[src/rtl/ad_su_pkg.sv]
// ----------------------------------------------------------------------------
// ad_su_pkg
// Shared types and constants for the ad_su issue stage and its request FIFO.
//   AS_W      operand / result width of the ad_su core (5 bits)
//   OP_ADD    op encoding for add (core cin = 0)
//   OP_SUB    op encoding for subtract (core cin = 1)
//   as_req_t  queued operation request {op, a, b}
//   as_rsp_t  captured core response {op, res, v}
// ----------------------------------------------------------------------------
package ad_su_pkg;

  localparam int AS_W = 5;

  localparam logic OP_ADD = 1'b0;
  localparam logic OP_SUB = 1'b1;

  typedef struct packed {
    logic            op;
    logic [AS_W-1:0] a;
    logic [AS_W-1:0] b;
  } as_req_t;

  typedef struct packed {
    logic            op;
    logic [AS_W-1:0] res;
    logic            v;
  } as_rsp_t;

  // The core's mode input is simply "this is a subtract".
  function automatic logic op_to_cin(input logic op);
    return (op == OP_SUB);
  endfunction

endpackage

[src/rtl/as_req_fifo.sv]
// ----------------------------------------------------------------------------
// as_req_fifo
// Synchronous request FIFO of as_req_t with DEPTH entries. Read and write
// pointers carry one extra wrap bit so full and empty are distinguished
// without a separate occupancy counter.
// Ports:
//   clk, rst   clock, synchronous active-high reset (empties the FIFO)
//   push       write push_data this cycle (ignored when full)
//   push_data  request to enqueue
//   pop        discard the head this cycle (ignored when empty)
//   head       oldest entry, combinational from storage
//   full       DEPTH entries held
//   empty      no entries held
// ----------------------------------------------------------------------------
module as_req_fifo
  import ad_su_pkg::*;
#(
  parameter int DEPTH = 4
) (
  input  logic    clk,
  input  logic    rst,
  input  logic    push,
  input  as_req_t push_data,
  input  logic    pop,
  output as_req_t head,
  output logic    full,
  output logic    empty
);

  localparam int AW = $clog2(DEPTH);

  as_req_t       mem [DEPTH];
  logic [AW:0]   wr_ptr;
  logic [AW:0]   rd_ptr;
  logic          do_push;
  logic          do_pop;

  // Same index with differing wrap bits means the writer has lapped the reader.
  assign empty = (wr_ptr == rd_ptr);
  assign full  = (wr_ptr[AW] != rd_ptr[AW]) && (wr_ptr[AW-1:0] == rd_ptr[AW-1:0]);

  assign do_push = push && !full;
  assign do_pop  = pop && !empty;

  assign head = mem[rd_ptr[AW-1:0]];

  always_ff @(posedge clk) begin
    if (rst) begin
      wr_ptr <= '0;
      rd_ptr <= '0;
    end else begin
      if (do_push) begin
        wr_ptr <= wr_ptr + 1'b1;
      end
      if (do_pop) begin
        rd_ptr <= rd_ptr + 1'b1;
      end
    end
  end

  // Storage is data only; stale contents are never observed because the
  // pointers gate every read.
  always_ff @(posedge clk) begin
    if (do_push) begin
      mem[wr_ptr[AW-1:0]] <= push_data;
    end
  end

endmodule

[src/rtl/ad_su_issue_stage.sv]
// ----------------------------------------------------------------------------
// ad_su_issue_stage
// Feeds the combinational 5-bit adder/subtractor core ad_su from a small
// request FIFO and captures its result into a single valid/ready output slot.
// Also keeps a saturating count of results that signalled signed overflow.
// The core itself sits beside this block in the parent.
// Ports:
//   clk, rst             clock, synchronous active-high reset
//   in_valid/in_ready    request handshake; in_op/in_a/in_b request fields
//   au_a/au_b/au_cin     FIFO head driven to the core (zero when empty)
//   au_s/au_v            core sum/difference and signed overflow
//   out_valid/out_ready  result handshake; out_op/out_res/out_v result fields
//   ovf_count            saturating count of captured results with v=1
// ----------------------------------------------------------------------------
module ad_su_issue_stage
  import ad_su_pkg::*;
#(
  parameter int DEPTH = 4,
  parameter int CNT_W = 8
) (
  input  logic             clk,
  input  logic             rst,
  input  logic             in_valid,
  output logic             in_ready,
  input  logic             in_op,
  input  logic [AS_W-1:0]  in_a,
  input  logic [AS_W-1:0]  in_b,
  output logic [AS_W-1:0]  au_a,
  output logic [AS_W-1:0]  au_b,
  output logic             au_cin,
  input  logic [AS_W-1:0]  au_s,
  input  logic             au_v,
  output logic             out_valid,
  input  logic             out_ready,
  output logic             out_op,
  output logic [AS_W-1:0]  out_res,
  output logic             out_v,
  output logic [CNT_W-1:0] ovf_count
);

  function automatic logic [CNT_W-1:0] sat_inc(input logic [CNT_W-1:0] c);
    return (&c) ? c : c + CNT_W'(1);
  endfunction

  as_req_t          push_req;
  as_req_t          head;
  logic             fifo_full;
  logic             fifo_empty;
  logic             push;
  logic             issue;

  as_rsp_t          rsp_p0;
  logic             vld_p0;
  logic [CNT_W-1:0] ovf_p0;

  assign push_req = '{op: in_op, a: in_a, b: in_b};

  // Refuses a push whenever full, even if the head pops in the same cycle;
  // this keeps in_ready independent of out_ready.
  assign in_ready = !rst && !fifo_full;
  assign push     = in_valid && in_ready;

  // Head may move into the slot when the slot is empty or is being drained.
  assign issue = !fifo_empty && (!vld_p0 || out_ready);

  as_req_fifo #(
    .DEPTH (DEPTH)
  ) u_fifo (
    .clk       (clk),
    .rst       (rst),
    .push      (push),
    .push_data (push_req),
    .pop       (issue),
    .head      (head),
    .full      (fifo_full),
    .empty     (fifo_empty)
  );

  // Core operands: zero while nothing is queued so the core sees a quiet bus.
  assign au_a   = fifo_empty ? '0   : head.a;
  assign au_b   = fifo_empty ? '0   : head.b;
  assign au_cin = fifo_empty ? 1'b0 : op_to_cin(head.op);

  // Stage p0: result slot capturing the core output for the issued head
  always_ff @(posedge clk) begin
    if (rst) begin
      vld_p0 <= 1'b0;
      rsp_p0 <= '0;
      ovf_p0 <= '0;
    end else if (issue) begin
      vld_p0     <= 1'b1;
      rsp_p0.op  <= head.op;
      rsp_p0.res <= au_s;
      rsp_p0.v   <= au_v;
      if (au_v) begin
        ovf_p0 <= sat_inc(ovf_p0);
      end
    end else if (out_ready) begin
      // Slot consumed with nothing behind it; data fields keep their value.
      vld_p0 <= 1'b0;
    end
  end

  assign out_valid = vld_p0;
  assign out_op    = rsp_p0.op;
  assign out_res   = rsp_p0.res;
  assign out_v     = rsp_p0.v;
  assign ovf_count = ovf_p0;

endmodule

[config.mk]
export PLATFORM = sky130hd
export DESIGN_NAME = ad_su_issue_stage
export DESIGN_NICKNAME = d
export VERILOG_FILES = /design/src/rtl/ad_su_pkg.sv /design/src/rtl/as_req_fifo.sv /design/src/rtl/ad_su_issue_stage.sv
export SDC_FILE = /design/constraint.sdc
export NUM_CORES = 1
export LEC_CHECK = 0
export BUFFER_PORTS_ARGS = -buffer_cell sky130_fd_sc_hd__buf_2
export CORE_UTILIZATION = 50
export DETAILED_ROUTE_END_ITERATION = 10
export PLACE_DENSITY = 0.76
export SLEW_MARGIN = 5
export SYNTH_ARGS = -nofsm -noshare
export SYNTH_HDL_FRONTEND = slang
export SYNTH_SLANG_ARGS = --single-unit
[constraint.sdc]
create_clock -name clk -period 2.6 [get_ports clk]
set_input_delay 0.13 -clock clk [delete_from_list [all_inputs] [get_ports clk]]
set_output_delay 0.13 -clock clk [all_outputs]
set_load 0.01 [all_outputs]
**Word level (Yosys, flattened, before mapping)**

Memory sizes are Yosys's and may differ from the RTL's. A register that Yosys moved wholly into a read port is not among the register bits.
Cells that the tools add are included.

- Bits of input ports: 21
- Flip-flop bits (word level): 22
- Output and inout port bits: 28
- Memories: 1
- Bits in writable memories: 44

Memories:

| name | words | bits a word | read ports | clocked after memory_dff | write ports | RTL line | RTL |
|---|---|---|---|---|---|---|---|
| u_fifo.mem | 4 | 11 | 1 | 1 | 1 | as_req_fifo.sv:32 | `as_req_t mem [DEPTH];` |

- Bitwise operators: 1
- Muxes and demuxes: 9
- Add/subtract/negate cells: 3
- Equal/unequal tests: 3
- Reduce and logical (&&, ||, !) cells: 14

Operator list:

| operator | number |
|---|---|
| 2-to-1 mux 5 bit | 2 |
| adder 8 x 1 -> 8 bit, second input constant | 1 |
| AND reduction 8 bit | 1 |
| adder 3 x 1 -> 3 bit, second input constant | 2 |
| logical AND 1 bit | 6 |
| 2-to-1 mux 1 bit | 5 |
| zero test 1 bit | 4 |
| 2-to-1 mux 2 bit | 2 |
| == test 3 bit | 1 |
| AND reduction 3 bit | 1 |
| == test 2 bit | 1 |
| nonzero test 2 bit | 1 |
| logical OR 1 bit | 1 |
| inequality test 1 bit | 1 |
| NOT 1 bit | 1 |

**Logic depth before layout (Yosys ltp)**

Gate-level depths: netlist of the first run.

- Depth after elaboration: 8
- Gate-level depth with buffers: 5
- Mapped depth without buffers: 4

**Cells and area by module**

From an unflattened synthesis of the first run, not the netlist that was laid out.

- Cell total of the unflattened synthesis: 212
- Area total of the unflattened synthesis: 2,924.1 um2

By module, submodules not included:

| module | cells an instance | times used | area an instance (um2) | sequential area each (um2) |
|---|---|---|---|---|
| as_req_fifo | 125 | 1 | 2,159.6 | 1,481.4 |
| ad_su_issue_stage | 87 | 1 | 764.5 | 320.3 |

**Worst setup path before layout of the first run**

Ideal clock, no wire load.

- Path type: register -> register
- Start point: register u_fifo.wr_ptr[0]
- End point: memory u_fifo.mem[3][0] (netlist name) (enable)
- Clock period less this slack: 1.806 ns
- Path buffers: 0
- Slack: 0.794 ns
- Cell stages (with the launch flop): 4
- Data arrival time: 1.485 ns
- Cells stage by stage: dfxtp_1 -> xnor2_1 -> a311oi_1 -> and2_2

- Cells in the longest elaborated chain, start to end: 8

RTL lines:

| what | RTL line | RTL |
|---|---|---|
| start, declared | as_req_fifo.sv:33 | `logic [AW:0] wr_ptr;` |
| start signal, assigned | as_req_fifo.sv:53 | `wr_ptr <= wr_ptr + 1'b1;` |
| == test 2 bit | as_req_fifo.sv:40 | `assign full = (wr_ptr[AW] != rd_ptr[AW]) && (wr_ptr[AW-1:0] == rd_ptr[AW-1:0]);` |
| logical AND 1 bit | as_req_fifo.sv:40 |  |
| zero test 1 bit | as_req_fifo.sv:42, ad_su_issue_stage.sv:60 |  |
| logical AND 1 bit | ad_su_issue_stage.sv:60 | `assign in_ready = !rst && !fifo_full;` |
| logical AND 1 bit | ad_su_issue_stage.sv:61 | `assign push = in_valid && in_ready;` |
| logical AND 1 bit | as_req_fifo.sv:42 | `assign do_push = push && !full;` |
| 2-to-1 mux 1 bit | as_req_fifo.sv:64 | `if (do_push) begin` |
| 2-to-1 mux 1 bit (implied by the code) | as_req_fifo.sv:65 | `mem[wr_ptr[AW-1:0]] <= push_data;` |
| end, declared | as_req_fifo.sv:32 |  |

Several ways; a longest one is shown, not always the timed one.

==> flow_summary.ini, run 1 <==
[run_status]
outcome = finished, final reports clean

[yosys]
synth_warnings = 0
syn-num-nets = 216
syn_inst = 189
synth_top_family_by_area = multiplexers
ys_seq_area_frac = 0.644
synth_edf_count = 44
ys_async_sr_fraction = 0
muxShareOfSynthArea = 0.118
avgSynthCellArea_sq_um = 14.8
synth_area_leader_cell = edfxtp_1
synth_area_leaders = edfxtp_1 47%, dfxtp_1 17%, mux4_2 8.9%
synthAdderAreaFrac = 0.0268
synth_seq_cells = 68
synthXorXnorAreaFrac = 0.0188
synth_cell_type_count = 39
synthFlopType = edfxtp_1
synth_area_sq_mm = 0.00280
synth_simple_gate_area_frac = 0.111
synth_compound_area_frac = 0.0577
synth_top_area_frac = 0.472

[power_and_ir_drop]
max-vdd-ir-drop_mv = 0.496
p_per_area_mw_per_mm2 = 952
p_leak_uw = 0.00126
power.total_uw = 3170

[drt]
vias = 1708
drt_pass1_iterations = 4
avgViaCountPerCell = 5.34
wl_per_cell_um = 15.7
detail-route-antenna-nets = 0
drc = 0
routed_wl_um = 5020
drt_iter0_drc = 74

[timing]
finClkSkew_ps = 9.39
final-setup-viol-count = 0
fmax_mhz = 469
hold_ws_ps = 3.41
slew_violations = 0
finalHoldViolations = 0
fin_crit_ps = 2130
slew_headroom = 0.649
rsz0062_at_grt = false
setup_tns_ps = 0
fin_crit_sh = 0.820
tightest_slew_ps = 526

[place]
port_buffers = 48
dpl-instance-area_sq_mm = 0.00310
routabilityCongestion = 0.741
hpwlAfterDp_um = 3210

[critical_path]
path_cells = buf_4 -> mux4_2 -> nor2b_1 -> buf_2
required_ps = 2470
reg2regPathDepth = 4
cp.depth = 4
slowest_delay_ps = 620
crit_family = flip-flops
path_buf_inv = 2
startpoint_type = register
cp.arrival_ps = 2000
end_kind = output port
critical_path_class = reg -> out
crit_fanout = 8
slowest_stage = dfxtp_1

[final_layout]
area_delta_synth_final_pct = 19.3
nets = 272
drive_gt1_frac = 0.324
diodes = 0
post-route-cell-area_sq_mm = 0.00334
fillCellCount = 413

[min_path]
hold_path.class = in -> reg
hold_depth = 1

[clock_network]
cts_resized = 0
clkTransAtPathRegs_ps = 70
numCtsBuffers = 9
htree_levels = 3
cts_sinks = 68
cts_tree = yes
max-clock-path-buffers = 2
cts_root_buf = clkbuf_8
clkLatencyLatePin_ps = 340

[flow_run]
cap_violations = 0

[floorplanning]
core_area_sq_mm = 0.00524
die_w_um = 76.8
die_y_um = 76.8
ios = 49
initial_core_util = 0.534
rows = 26
die-area_sq_mm = 0.00590

[grt]
grt_max_degree = 28
antenna_found_initial = 0
grt_pass1_wl_um = 8090
gr-total-overflow = 0
grtUsageTotal = 0.185
grt_pass1_vias = 1604
-- logic make-up after synthesis --
| family | count (synthesis) |
|---|---|
| and+or+nand+nor | 50 |
| xor gates and xnor gates | 6 |
| AOI/OAI and AO/OA | 25 |
| muxes | 19 |
| buffers and inverters | 15 |
| adders and majority gates | 6 |
| DFF | 68 |
-- path summary, 6_finish.rpt --
kind                                       start          endpoint  slack (ps)
worst max-delay path                    register           au_b[1]         470
worst min-delay path                     in_b[0]  u_fifo.mem[3][0]           3
worst max register to register  u_fifo.wr_ptr[0]      ovf_count[7]         730
worst min register to register         out_valid         out_valid         480
-- cells in the mapped netlist, types with 2 or more instances --
master and instances:
dfxtp_1 24, and2_2 4, ha_1 6, mux4_2 11, nand2_1 3, nand3_1 3
buf_2 2, edfxtp_1 44, o31ai_1 4, a31oi_1 2, and4_1 2, xnor2_1 5
a21oi_1 10, clkbuf_1 5, mux2i_1 7, or4_1 4, inv_1 6, o21ai_0 3
nor3_1 2, nor2b_1 13, nor2_1 11
-- sequential cells by signal (all words and copies together) (netlist names), named ones only --
register and count:
out_op 1, out_res 5, out_v 1, out_valid 1, ovf_count 8, u_fifo.mem 44
u_fifo.rd_ptr 3, u_fifo.wr_ptr 3
-- layout make-up --
| type | count | area [sq um] | area share |
|---|---|---|---|
| inverters | 6 | 22.5 | 0.00675 |
| clock inverters | 4 | 67.6 | 0.0203 |
| flip-flops and latches | 68 | 1800 | 0.540 |
| clock buffers | 12 | 135 | 0.0405 |
| repair buffers | 54 | 293 | 0.0878 |
| well taps | 70 | 87.6 | 0.0263 |
| multi-input cells | 106 | 928 | 0.278 |
-- cells in the final DEF (no fill, tap or decap), types with 2 or more instances in the layout --
cell type	netlist	routed
buf_2	2	48
clkbuf_8	0	9
xnor2_1	5	5
bufinv_16	0	2
o21ai_0	3	3
and4_1	2	2
nand3_1	3	3
edfxtp_1	44	44
a31oi_1	2	2
ha_1	6	6
dlygate4sd3_1	0	3
dfxtp_1	24	24
inv_1	6	6
nand2_1	3	3
clkinv_1	0	2
mux2i_1	7	7
and2_2	4	4
nor2b_1	13	13
nor2_1	11	11
mux4_2	11	11
buf_4	0	3
or4_1	4	4
nor3_1	2	2
clkbuf_1	5	3
a21oi_1	10	10
o31ai_1	4	4
-- repair_timing --
action | in CTS | in global routing
hold buffers | 3 | 0
buffers inserted | 0 | 0
endpoints found under the hold margin | 6 | 0
-- power breakdown --
group / total [uW] / internal [uW] / switching (uW)
clock network: 903 / 535 / 368
logic: 906 / 440 / 466
registers: 1370 / 1260 / 106
-- per-layer routing --
| layer | vias up | share of wire | global-route usage |
|---|---|---|---|
| li1 | 830 | - | - |
| met1 | 843 | 0.45 | 0.240 |
| met2 | 28 | 0.50 | 0.283 |
| met3 | 7 | 0.035 | 0.0595 |
| met4 | 0 | 0.012 | 0.0827 |
| met5 | - | 0 | 0 |
-- through the flow --
step	setup WS (ps)	utilization	instances
global placement	808	0.592	301
finish	469	0.637	320
CTS	427	0.637	320
floorplan	794	-	189
detailed placement	752	0.592	301
global route	326	0.637	320
(Power assumes the default switching activity.)
==> run 2, diff against run 1 <==
- ABC_AREA: default -> 1
- PLACE_DENSITY: 0.76 -> 0.79
- clock period: 2.6 -> 1.9 ns (I/O delays scaled with it)
==> run 2 against run 1 <==
Cell area increased by 7.8%; sequential cell count unchanged; global-route usage increased by 2.3 points; sequential power increased by 37%; clock-buffer cell count decreased by 3; critical path depth increased by 2; first-iteration DRC count increased by 55%; critical endpoint is now au_b[0].
==> flow_summary.ini, run 2 <==
[critical_path]
startpoint_type = register
timing.reg2reg.setup_slack_ps = 270
cp.arrival_ps = 1680
required_ps = 1800
r2r_end = u_fifo.mem[3][9]
critical_path_class = reg -> out
crit_fanout = 22
r2r-start = u_fifo.wr_ptr[1]
reg2regPathDepth = 7
end_kind = output port

[clock_network]
max-clock-path-buffers = 2
cts_sinks = 68
htree_levels = 3
clkLatencyLatePin_ps = 340
cts_root_buf = clkbuf_8
cts_tree = yes
clkTransAtPathRegs_ps = 70
numCtsBuffers = 9

[drt]
drt_iter0_drc = 115
drc = 0
avgViaCountPerCell = 4.90
routed_wl_um = 5860
drt_pass1_iterations = 4
vias = 2192
wl_per_cell_um = 13.1
detail-route-antenna-nets = 0

[grt]
grt_max_degree = 23
gr-total-overflow = 0
grt_pass1_wl_um = 9690
antenna_found_initial = 0
grtUsageTotal = 0.208
grt_pass1_vias = 2143

[yosys]
synth_top_area_frac = 0.450
ys_async_sr_fraction = 0
synth_area_leaders = edfxtp_1 45%, dfxtp_1 16%, nand2_1 7.4%
ys_top_cells_by_count = 58 x nand2_1, 44 x edfxtp_1, 43 x nor2_1, 30 x inv_1, 26 x o21ai_0
ys_seq_area_frac = 0.613
synthFlopType = edfxtp_1
synth_area_sq_mm = 0.00294
synth_warnings = 0
synth_cell_type_count = 24
syn_inst = 300
synth_seq_cells = 68
synth_area_leader_cell = edfxtp_1
syn-num-nets = 327
synth_edf_count = 44
avgSynthCellArea_sq_um = 9.80
yosysMostFrequentCell = nand2_1

[final_layout]
post-route-cell-area_sq_mm = 0.00359
nets = 397
largest_reg_flops = 44
finish.utilization = 0.645
drive_gt1_frac = 0.227
diodes = 0
mostFrequentLayoutCell = nand2_1
fillCellCount = 463
final_cell_mix = 58 x nand2_1, 48 x buf_2, 44 x edfxtp_1
area_delta_synth_final_pct = 22.3

[place]
hpwlAfterDp_um = 3950
dp_slack_ps = 201
port_buffers = 48
dpl-instance-area_sq_mm = 0.00327
routabilityCongestion = 0.828

[timing]
fin_crit_ps = 1780
finClkSkew_ps = 7.98
tightest_slew_ps = 313
final-setup-viol-count = 0
setup_tns_ps = 0
slew_headroom = 0.791
finalHoldViolations = 0
slew_violations = 0
fin_crit_sh = 0.937
fmax_mhz = 562
setup_slack_ps = 120

[floorplanning]
core_area_sq_mm = 0.00557
rows = 27
die_y_um = 78.7
initial_core_util = 0.527
die-area_sq_mm = 0.00619
die_w_um = 78.7
ios = 49

[power_and_ir_drop]
max-vdd-ir-drop_mv = 0.763
p_per_area_mw_per_mm2 = 1260
p_leak_uw = 0.00154

[min_path]
hold_depth = 3
holdPathEnd = out_res[0]
hold_path.class = in -> reg
holdCritStartpoint = au_s[0]

[flow_run]
cap_violations = 0

[run_status]
outcome = finished, final reports clean
==> run 2: report_power, final <==
group / internal [uW] / switching (uW) / total [uW]
logic: 577 / 1050 / 1630
registers: 1740 / 135 / 1880
clock network: 476 / 555 / 1030
==> run 2: worst max path at each step <==
stage / startpoint / cells after the start / to / slack, ps
global placement: u_fifo.wr_ptr[0] / 7 / u_fifo.mem[3][3] / 300
finish: register / 6 / au_b[0] / 120
detailed placement: u_fifo.wr_ptr[1] / 7 / u_fifo.mem[0][6] / 200
floorplan: u_fifo.wr_ptr[0] / 6 / u_fifo.mem[0][0] / 110
CTS: register / 6 / au_a[2] / 80
global route: register / 6 / au_b[0] / -10
==> run 2: layout make-up <==
type | count | area, sq um | share of cell area
inverter | 32 | 124 | 0.0345
timing repair inverter | 1 | 7.51 | 0.00209
timing repair buffer | 68 | 423 | 0.118
tap | 72 | 90.1 | 0.0251
sequential | 68 | 1800 | 0.501
clock buffer | 9 | 124 | 0.0345
clock inverter | 7 | 52.6 | 0.0146
multi-input combinational | 190 | 972 | 0.270
==> run 2: through the flow <==
stage	instances	hold slack (ps)	total power (uW)
2_1_floorplan	300	164	3010
3_3_place_gp	417	313	3440
3_5_place_dp	417	323	3490
4_1_cts	446	0.726	4530
5_1_grt	447	7.47	4870
6_report	447	15.9	4540
==> run 2: what timing repair did <==
item | 4_1_cts | 5_1_grt
endpoints found under the setup margin | 0 | 22
endpoints found under the hold margin | 46 | 0
setup buffers | 0 | 0
hold buffers | 13 | 0
resized for setup | 0 | 3
==> run 2: kinds of logic after synthesis <==
kind of cell | Yosys count | share of synthesized area
AO/OA/AOI/OAI | 55 | 0.100
XOR/XNOR | 4 | 0.0119
AND/OR/NAND/NOR | 125 | 0.191
buffers and inverters | 42 | 0.0579
flip-flops | 68 | 0.613
adder cells (fa/ha/maj) | 6 | 0.0255
==> run 2: worst max-delay path, cell delays in order (launching register included) <==
cell     delay [ps]
dfxtp_1         480
buf_4           290
o21ai_0         150
o22ai_1         170
nand2_1          70
inv_1            60
buf_2           120
==> run 2: layer usage <==
layer  global-route usage  routed length (um)  vias up  part of all wire
met5                    0                   0        -                 0
met4               0.0704                  30        0            0.0051
met3               0.0593                 305        2             0.052
met2                0.343                2780       54              0.47
met1                0.261                2740      991              0.47
li1                     -                   -     1145                 -
==> run 3, diff against run 2 <==
- SETUP_SLACK_MARGIN: default -> 0.15
==> run 3 against run 2 <==
Clock power is essentially flat; sequential cell count unchanged; clock skew shrank 0.53 ps; total power grew 4.2%; largest power group unchanged; sequential share of layout area down 0.91 points; global-route usage rose by 0.69 points; cell area up 2.1%; clock-buffer cell count unchanged; critical endpoint is now ovf_count[1].
==> flow_summary.ini, run 3 (synthesis results as in run 2) <==
[timing]
setup_tns_ps = 0
slew_headroom = 0.776
fin_crit_sh = 0.883
fmax_mhz = 596
final-setup-viol-count = 0
finClkSkew_ps = 7.45
rsz0062_at_grt = true
tightest_slew_ps = 335
slew_violations = 0
fin_crit_ps = 1680
finalHoldViolations = 0

[floorplanning]
die-area_sq_mm = 0.00619
die_y_um = 78.7
die_w_um = 78.7
initial_core_util = 0.527
ios = 49
core_area_sq_mm = 0.00557
rows = 27

[min_path]
hold_path.class = in -> reg
holdPathEnd = out_res[0]
hold_depth = 3
holdCritStartpoint = au_s[0]

[grt]
gr-total-overflow = 0
grt_pass1_wl_um = 9960
grtUsageTotal = 0.215
antenna_found_initial = 0
grt_pass1_vias = 2159
grt_max_degree = 23

[critical_path]
timing.reg2reg.setup_slack_ps = 220
r2r_end = ovf_count[1]
crit_fanout = 8
cp.arrival_ps = 1910
startpoint_type = register
reg2regPathDepth = 7
slowest_stage = dfxtp_1
required_ps = 2140
crit_family = compound AO/OA/AOI/OAI gates
slowest_delay_ps = 360
path_buf_inv = 0
r2r-start = ovf_count[0]
critical_path_class = reg -> reg
end_kind = register
crit_path_frequent_cell = nor2_1
path_cells = ha_1 -> nand2_2 -> nor2_1 -> a21oi_1 -> nand3_2 -> o21ai_0 -> nor2_1

[drt]
avgViaCountPerCell = 5.04
vias = 2277
drt_pass1_iterations = 4
wl_per_cell_um = 13.6
detail-route-antenna-nets = 0
drc = 0
drt_iter0_drc = 129
routed_wl_um = 6160

[power_and_ir_drop]
power_frac_comb = 0.379
p_per_area_mw_per_mm2 = 1290
p_switching_uw = 1810
seq_power_share = 0.401
p_leak_uw = 0.00156
p_sw_frac = 0.383
max-vdd-ir-drop_mv = 0.725
power.internal_uw = 2920
p_clk_frac = 0.220

[final_layout]
nets = 402
mostFrequentLayoutCell = nand2_1
ff_latch_area_sq_mm = 0.00181
final_cells = 452
area_delta_synth_final_pct = 24.9
diodes = 0
finish.utilization = 0.659
fillCellCount = 449
final_cell_mix = 58 x nand2_1, 48 x buf_2, 44 x edfxtp_1
drive_gt1_frac = 0.245
multiInputGateArea_sq_um = 982
largest_reg_flops = 44

[run_status]
outcome = finished, final reports clean

[place]
port_buffers = 48
placedCellCount = 417
routabilityCongestion = 0.828
hpwlAfterDp_um = 3950

[clock_network]
cts_tree = yes
max-clock-path-buffers = 2
numCtsBuffers = 9
cts_root_buf = clkbuf_8
htree_levels = 3
clkTransAtPathRegs_ps = 70
clkLatencyLatePin_ps = 340
cts_sinks = 68

[flow_run]
cap_violations = 0
-- run 3: repair_timing --
action | CTS | global route
setup endpoints to repair | 11 | 55
hold buffers | 13 | 0
buffers inserted | 2 | 2
cloned | 2 | 0
gates resized for setup | 5 | 7
endpoints found under the hold margin | 46 | 0
pin swaps | 0 | 1
-- run 3: per-layer routing --
metal	track usage	wire [um]	vias to the layer above
met5	0	0	-
met4	0.0722	97	0
met3	0.0593	387	10
met2	0.354	2980	70
met1	0.271	2700	1042
li1	-	-	1155
-- run 3: how the worst max path moves through the flow --
| stage | start | endpoint | slack [ps] | cells after the start |
|---|---|---|---|---|
| 2_1_floorplan | u_fifo.wr_ptr[0] | u_fifo.mem[0][0] | 110 | 6 |
| 3_3_place_gp | u_fifo.wr_ptr[0] | u_fifo.mem[3][3] | 300 | 7 |
| 3_5_place_dp | u_fifo.wr_ptr[1] | u_fifo.mem[0][6] | 200 | 7 |
| 4_1_cts | u_fifo.wr_ptr[1] | u_fifo.mem[3][9] | 190 | 7 |
| 5_1_grt | ovf_count[0] | ovf_count[1] | 140 | 7 |
| 6_report | ovf_count[0] | ovf_count[1] | 220 | 7 |
-- run 3: power by group through the flow --
stage	Combinational, uW	Sequential (uW)	Clock, uW
3_3_place_gp	1570	1880	0
3_5_place_dp	1600	1890	0
6_report	1790	1900	1040
5_1_grt	2000	1910	1120
2_1_floorplan	1100	1920	0
4_1_cts	1690	1890	1050
-- run 3: worst min-delay path, cell delays in order --
cell and delay, ps:
buf_2 70, o21ai_0 70, nor2_1 70
-- run 3: area by class of cell --
cell class,count,area share
Clock inverter,7,0.0143
Clock buffer,9,0.0337
Multi-Input combinational cell,190,0.268
Timing Repair inverter,2,0.00409
Inverter,32,0.0337
Sequential cell,68,0.492
Timing Repair Buffer,72,0.130
Tap cell,72,0.0245
-- run 3: through the flow --
stage	hold WS (ps)	setup WS, ps	cell area (sq um)	power [uW]
5_1_grt	7.47	144	3670	5040
2_1_floorplan	164	109	2940	3010
3_3_place_gp	313	301	3270	3440
4_1_cts	0.726	195	3620	4630
6_report	12.4	223	3670	4730
3_5_place_dp	323	201	3270	3490
